[src/rtl/fp_mul_pkg.sv]
// Shared definitions for the FP multiplier mantissa/exponent stage.
//   state_e    : control FSM states of fp_mul_core
//   exp_bias   : exponent bias for a given exponent field width
//   prod_width : width of the full unnormalised mantissa product
package fp_mul_pkg;

  typedef enum logic [1:0] {
    StIdle,
    StBusy,
    StDone
  } state_e;

  function automatic int unsigned exp_bias(input int unsigned e_width);
    return (1 << (e_width - 1)) - 1;
  endfunction

  // Two (M_WIDTH+1)-bit mantissas give a 2*M_WIDTH+2 bit product.
  function automatic int unsigned prod_width(input int unsigned m_width);
    return 2 * m_width + 2;
  endfunction

endpackage

[src/rtl/exp_bias_add.sv]
// Combinational exponent adder for the FP multiplier.
// Each biased exponent is promoted to its effective value (0 counts as 1,
// matching denormal scaling). The two are added and one bias is removed.
// The result is a two's-complement value two bits wider than the field, and
// it is not saturated.
//   a_exp, b_exp : biased exponents (E_WIDTH)
//   exp_sum      : effA + effB - BIAS (E_WIDTH+2, two's complement)
module exp_bias_add
  import fp_mul_pkg::*;
#(
  parameter int unsigned E_WIDTH = 8
) (
  input  logic [E_WIDTH-1:0] a_exp,
  input  logic [E_WIDTH-1:0] b_exp,
  output logic [E_WIDTH+1:0] exp_sum
);

  localparam int unsigned SumW = E_WIDTH + 2;
  localparam logic [SumW-1:0] Bias = SumW'(exp_bias(E_WIDTH));

  logic [SumW-1:0] eff_a;
  logic [SumW-1:0] eff_b;

  always_comb begin
    eff_a   = (a_exp == '0) ? SumW'(1) : SumW'(a_exp);
    eff_b   = (b_exp == '0) ? SumW'(1) : SumW'(b_exp);
    exp_sum = eff_a + eff_b - Bias;
  end

endmodule

[src/rtl/fp_mul_core.sv]
// Iterative mantissa multiply and exponent add stage of the FP multiplier.
// The stage accepts one operand set in IDLE. It then runs M_WIDTH+1 radix-2
// shift-and-add iterations in BUSY, and it holds the result in DONE until the
// downstream stage takes it.
//   clk, reset            : rising-edge clock, async active-low reset
//   in_valid / in_ready   : operand handshake (ready only in IDLE)
//   in_sign               : result sign, passed through registered
//   a_with_hid/b_with_hid : mantissas with hidden bit (M_WIDTH+1)
//   a_exp / b_exp         : biased exponents (E_WIDTH)
//   out_valid / out_ready : result handshake (valid only in DONE)
//   out_sign, out_prod    : registered sign, unnormalised product
//   out_exp               : biased exponent sum, E_WIDTH+2 two's complement
module fp_mul_core
  import fp_mul_pkg::*;
#(
  parameter int unsigned E_WIDTH = 8,
  parameter int unsigned M_WIDTH = 23
) (
  input  logic                   clk,
  input  logic                   reset,
  input  logic                   in_valid,
  output logic                   in_ready,
  input  logic                   in_sign,
  input  logic [M_WIDTH:0]       a_with_hid,
  input  logic [M_WIDTH:0]       b_with_hid,
  input  logic [E_WIDTH-1:0]     a_exp,
  input  logic [E_WIDTH-1:0]     b_exp,
  output logic                   out_valid,
  input  logic                   out_ready,
  output logic                   out_sign,
  output logic [2*M_WIDTH+1:0]   out_prod,
  output logic [E_WIDTH+1:0]     out_exp
);

  localparam int unsigned MantW = M_WIDTH + 1;
  localparam int unsigned ProdW = prod_width(M_WIDTH);
  localparam int unsigned CntW  = $clog2(M_WIDTH + 1);

  state_e             state_q, state_d;
  logic [CntW-1:0]    count_q, count_d;
  logic [ProdW-1:0]   acc_q, acc_d;
  logic [MantW-1:0]   mplier_q, mplier_d;
  logic [MantW-1:0]   mcand_q, mcand_d;
  logic [E_WIDTH+1:0] exp_q, exp_d;
  logic               sign_q, sign_d;

  logic [E_WIDTH+1:0] exp_sum;
  logic [MantW:0]     partial;  // upper accumulator half plus carry-out

  exp_bias_add #(
    .E_WIDTH (E_WIDTH)
  ) u_exp_bias_add (
    .a_exp   (a_exp),
    .b_exp   (b_exp),
    .exp_sum (exp_sum)
  );

  always_comb begin
    partial = {1'b0, acc_q[ProdW-1 -: MantW]} + (mplier_q[0] ? {1'b0, mcand_q} : '0);
  end

  always_comb begin
    state_d  = state_q;
    count_d  = count_q;
    acc_d    = acc_q;
    mplier_d = mplier_q;
    mcand_d  = mcand_q;
    exp_d    = exp_q;
    sign_d   = sign_q;

    unique case (state_q)
      StIdle: begin
        if (in_valid) begin
          mcand_d  = a_with_hid;
          mplier_d = b_with_hid;
          exp_d    = exp_sum;
          sign_d   = in_sign;
          acc_d    = '0;
          count_d  = '0;
          state_d  = StBusy;
        end
      end
      StBusy: begin
        // Shift {carry, sum, lower half} right by one; the LSB drops off.
        acc_d    = {partial, acc_q[MantW-1:1]};
        mplier_d = mplier_q >> 1;
        if (count_q == CntW'(M_WIDTH)) begin
          state_d = StDone;
        end else begin
          count_d = count_q + CntW'(1);
        end
      end
      StDone: begin
        if (out_ready) begin
          state_d = StIdle;
        end
      end
      default: state_d = StIdle;
    endcase
  end

  always_ff @(posedge clk or negedge reset) begin
    if (!reset) begin
      state_q  <= StIdle;
      count_q  <= '0;
      acc_q    <= '0;
      mplier_q <= '0;
      mcand_q  <= '0;
      exp_q    <= '0;
      sign_q   <= 1'b0;
    end else begin
      state_q  <= state_d;
      count_q  <= count_d;
      acc_q    <= acc_d;
      mplier_q <= mplier_d;
      mcand_q  <= mcand_d;
      exp_q    <= exp_d;
      sign_q   <= sign_d;
    end
  end

  assign in_ready  = (state_q == StIdle);
  assign out_valid = (state_q == StDone);
  assign out_prod  = acc_q;
  assign out_exp   = exp_q;
  assign out_sign  = sign_q;

endmodule

[config.mk]
export PLATFORM = sky130hd
export DESIGN_NAME = fp_mul_core
export DESIGN_NICKNAME = d
export VERILOG_FILES = /design/src/rtl/fp_mul_pkg.sv /design/src/rtl/exp_bias_add.sv /design/src/rtl/fp_mul_core.sv
export SDC_FILE = /design/constraint.sdc
export NUM_CORES = 1
export LEC_CHECK = 0
export CELL_PAD_IN_SITES_DETAIL_PLACEMENT = 0
export CELL_PAD_IN_SITES_GLOBAL_PLACEMENT = 1
export CORE_ASPECT_RATIO = 1.2
export CORE_MARGIN = 2
export CORE_UTILIZATION = 42
export DETAILED_ROUTE_END_ITERATION = 16
export PLACE_DENSITY_LB_ADDON = 0.1
export SETUP_SLACK_MARGIN = 0.15
export SLEW_MARGIN = 5
export SYNTH_ARGS = -nofsm -noshare
export SYNTH_HDL_FRONTEND = slang
export SYNTH_SLANG_ARGS = --single-unit
[constraint.sdc]
create_clock -name clk -period 6.6 [get_ports clk]
set_input_delay 0.66 -clock clk [delete_from_list [all_inputs] [get_ports clk]]
set_output_delay 0.66 -clock clk [all_outputs]
set_load 0.03 [all_outputs]
==> impl_metrics.toml <==
[sta]
final_clock_skew_ns = 0.00689
transition_at_the_pin_with_the_smallest_max_transition_slack_ns = 0.936
report.final.setup_viol = 0
period_minus_slack_ns = 3.44
fin_hold_ws_ns = 0.274
slew_viol_final = 0
finalHoldViolCount = 0
least_setup_slack_across_all_paths_after_layout_ns = 3.16
max-slew-margin-rel = 0.376
grt_setup_unrepaired = "false"
max_freq_ghz = 0.291
fin_tns_setup_ns = 0
layout_worst_path_cycle_share = 0.521

[floorplanning]
core_area_sq_um = 15000
initial_utilization = 0.427
dieHeight_um = 139
floorplan.io_pins = 130
floorplan.die_area_sq_um = 16200
die_w_um = 117
core.rowCount = 49

[pwr]
power_per_cell_area_nw_per_um2 = 535
finalPower_mw = 4.50
vdd_drop_max_v = 0.000228
total_leakage_power_nw = 3.95

[placement]
count_of_input_and_output_buffers = 129
dp_hpwl_um = 10500
place.detailed.instances = 977
post_dp_cell_area_sq_um = 7780
pre_cts_slack_ns = 3.28
weighted_congestion_at_the_end_of_routability_driven_global_placement = 0.886

[global_routing]
grt_overflow_total = 0
via_count_of_the_first_global_routing_pass = 5314
grt_max_degree = 96
grt_antenna_before_repair = 0
grt_util_all_layers = 0.198
grt_pass1_wl_um = 25500

[layout]
diodes = 0
final_nets = 903
area_growth_pct = 31.5
top_library_cells_by_usage_in_the_layout_fill_and_taps_aside = "sky130_fd_sc_hd__nand2_1 (148), sky130_fd_sc_hd__clkdlybuf4s50_1 (128), sky130_fd_sc_hd__dfrtp_1 (114), sky130_fd_sc_hd__o21ai_0 (50), sky130_fd_sc_hd__ha_1 (40)"
drive_above_1_share = 0.0534
final_common_cell = "sky130_fd_sc_hd__nand2_1"
final_core_utilization = 0.562
layoutNonFillerInstCount = 1009
final.fill_count = 1412
multi_input_comb_area_sq_um = 3280
ff_latch_area_sq_um = 2850
post_layout_inst_area_sq_um = 8400

[flow_run]
number_of_max_cap_violations = 0

[routing]
number_of_design_rule_violations_left_after_detail_routing = 0
ant_nets = 0
initialDrtViolationCount = 266
drt_wl_total_um = 15200
vias_per_cell = 5.24
drt-wirelength-per-cell_um = 15.1
drt_pre_antenna_iters = 4
vias = 5286

[synthesis]
synthesis.instances = 686
synth_top_flop_cell = "sky130_fd_sc_hd__dfrtp_1"
synthDistinctLibCells = 55
synth-seq-area-share = 0.446
syn_avg_cell_area_sq_um = 9.32
syn_nets = 797
synth_edf_count = 0
async_flop_share = 1.00
ys_ff_latch = 114
synth.cell_area_sq_um = 6390
yosysWarnings = 0

[clock_network]
cts_max_path_buffers = 2
tritoncts = "built"
clk_latency_ns = 0.41
hold_buf_cts = 0
clkSlewWorstSetupHoldPaths_ns = 0.05
post_cts_buffers = 0
tritoncts.num_buffers = 17
post_cts_resized = 0
h_tree_depth = 4
clock_tree_root = "sky130_fd_sc_hd__clkbuf_16"
numClockSinks = 114

[critical_path]
start_kind = "flop"
worstPathRequired_ns = 6.95
crit_type = "reg2reg"
critical_path_arrival_ns = 3.79
crit_path_max_fanout = 25
crit_path_end_kind = "flop"
worst_setup_path_startpoint = "mplier_q[0]$_DFFE_PN0P_"
r2r-start = "mplier_q[0]$_DFFE_PN0P_"

[hold_path]
min_path_type = "in2async"

[outcome]
outcome = "finished clean"
-- report_power, final --
group,internal (mW),switching [mW],leakage (nW),total [mW]
Sequential,1.04,0.245,1.44,1.28
Combinational,0.947,1.31,2.20,2.25
Clock,0.649,0.314,0.304,0.963
-- path summary, 6_finish.rpt --
kind | end | slack (ns) | depth (start not counted)
setup / recovery | out_prod[47]$_DFFE_PN0P_ | 3.16 | 10
hold / removal | mplier_q[10]$_DFFE_PN0P_ | 0.27 | 1
setup reg to reg | out_prod[47]$_DFFE_PN0P_ | 3.16 | 10
hold reg to reg | mcand_q[12]$_DFFE_PN0P_ | 0.46 | 2
max in group asynchronous | mcand_q[20]$_DFFE_PN0P_ | 5.05 | 2
min in group clk | mcand_q[12]$_DFFE_PN0P_ | 0.46 | 2
-- Yosys cell counts (all sizes together), types with 12 or more instances --
cell | count | area share
nand2 | 148 | 0.087
inv | 16 | 0.0094
mux2i | 26 | 0.041
a21o | 12 | 0.014
a21oi | 28 | 0.022
and2 | 25 | 0.024
nand3 | 23 | 0.018
ha | 40 | 0.078
clkbuf | 38 | 0.023
o21ai | 51 | 0.040
dfrtp | 114 | 0.45
nor2 | 18 | 0.011
a22o | 28 | 0.038
-- logic make-up (layout without fill, tap and decap cells) --
logic type,after synthesis,count (layout),synth area share
AOI/OAI and AO/OA,169,169,0.182
xor gates and xnor gates,15,15,0.0206
adders and majority gates,42,42,0.0846
buffers and inverters,64,183,0.0433
DFF,114,114,0.446
muxes,26,26,0.0407
and+or+nand+nor,256,256,0.182
-- metal layers --
metal / up-vias / wire length [um] / GRT usage
met4: 0 / 282 / 0.0731
li1: 2635 / - / -
met3: 23 / 1010 / 0.0573
met1: 2476 / 6920 / 0.244
met2: 152 / 7020 / 0.326
met5: - / 0 / 0
-- flip-flops by register name, summed over array words and instances (netlist names) --
name,flops
state_q,2
out_exp,10
out_sign,1
mcand_q,24
count_q,5
out_prod,48
mplier_q,24
-- worst max-delay path, stage by stage, from the launching register on --
cell and delay (ns):
sky130_fd_sc_hd__dfrtp_1 0.78, sky130_fd_sc_hd__and2_1 0.25, sky130_fd_sc_hd__ha_1 0.20, sky130_fd_sc_hd__inv_1 0.07, sky130_fd_sc_hd__fa_1 0.39, sky130_fd_sc_hd__nor2b_1 0.16, sky130_fd_sc_hd__o2111ai_1 0.17, sky130_fd_sc_hd__a21oi_1 0.39
sky130_fd_sc_hd__o211ai_1 0.29, sky130_fd_sc_hd__a2111oi_0 0.50, sky130_fd_sc_hd__a221o_1 0.17
-- cell type report --
cell class,count,share of cell area
Clock buffer,22,0.0552
Clock inverter,10,0.0186
Inverter,16,0.00715
Multi-Input combinational cell,508,0.390
Sequential cell,114,0.339
Tap cell,204,0.0304
Timing Repair Buffer,135,0.159
No activity file was read; power rests on OpenSTA's default activity.
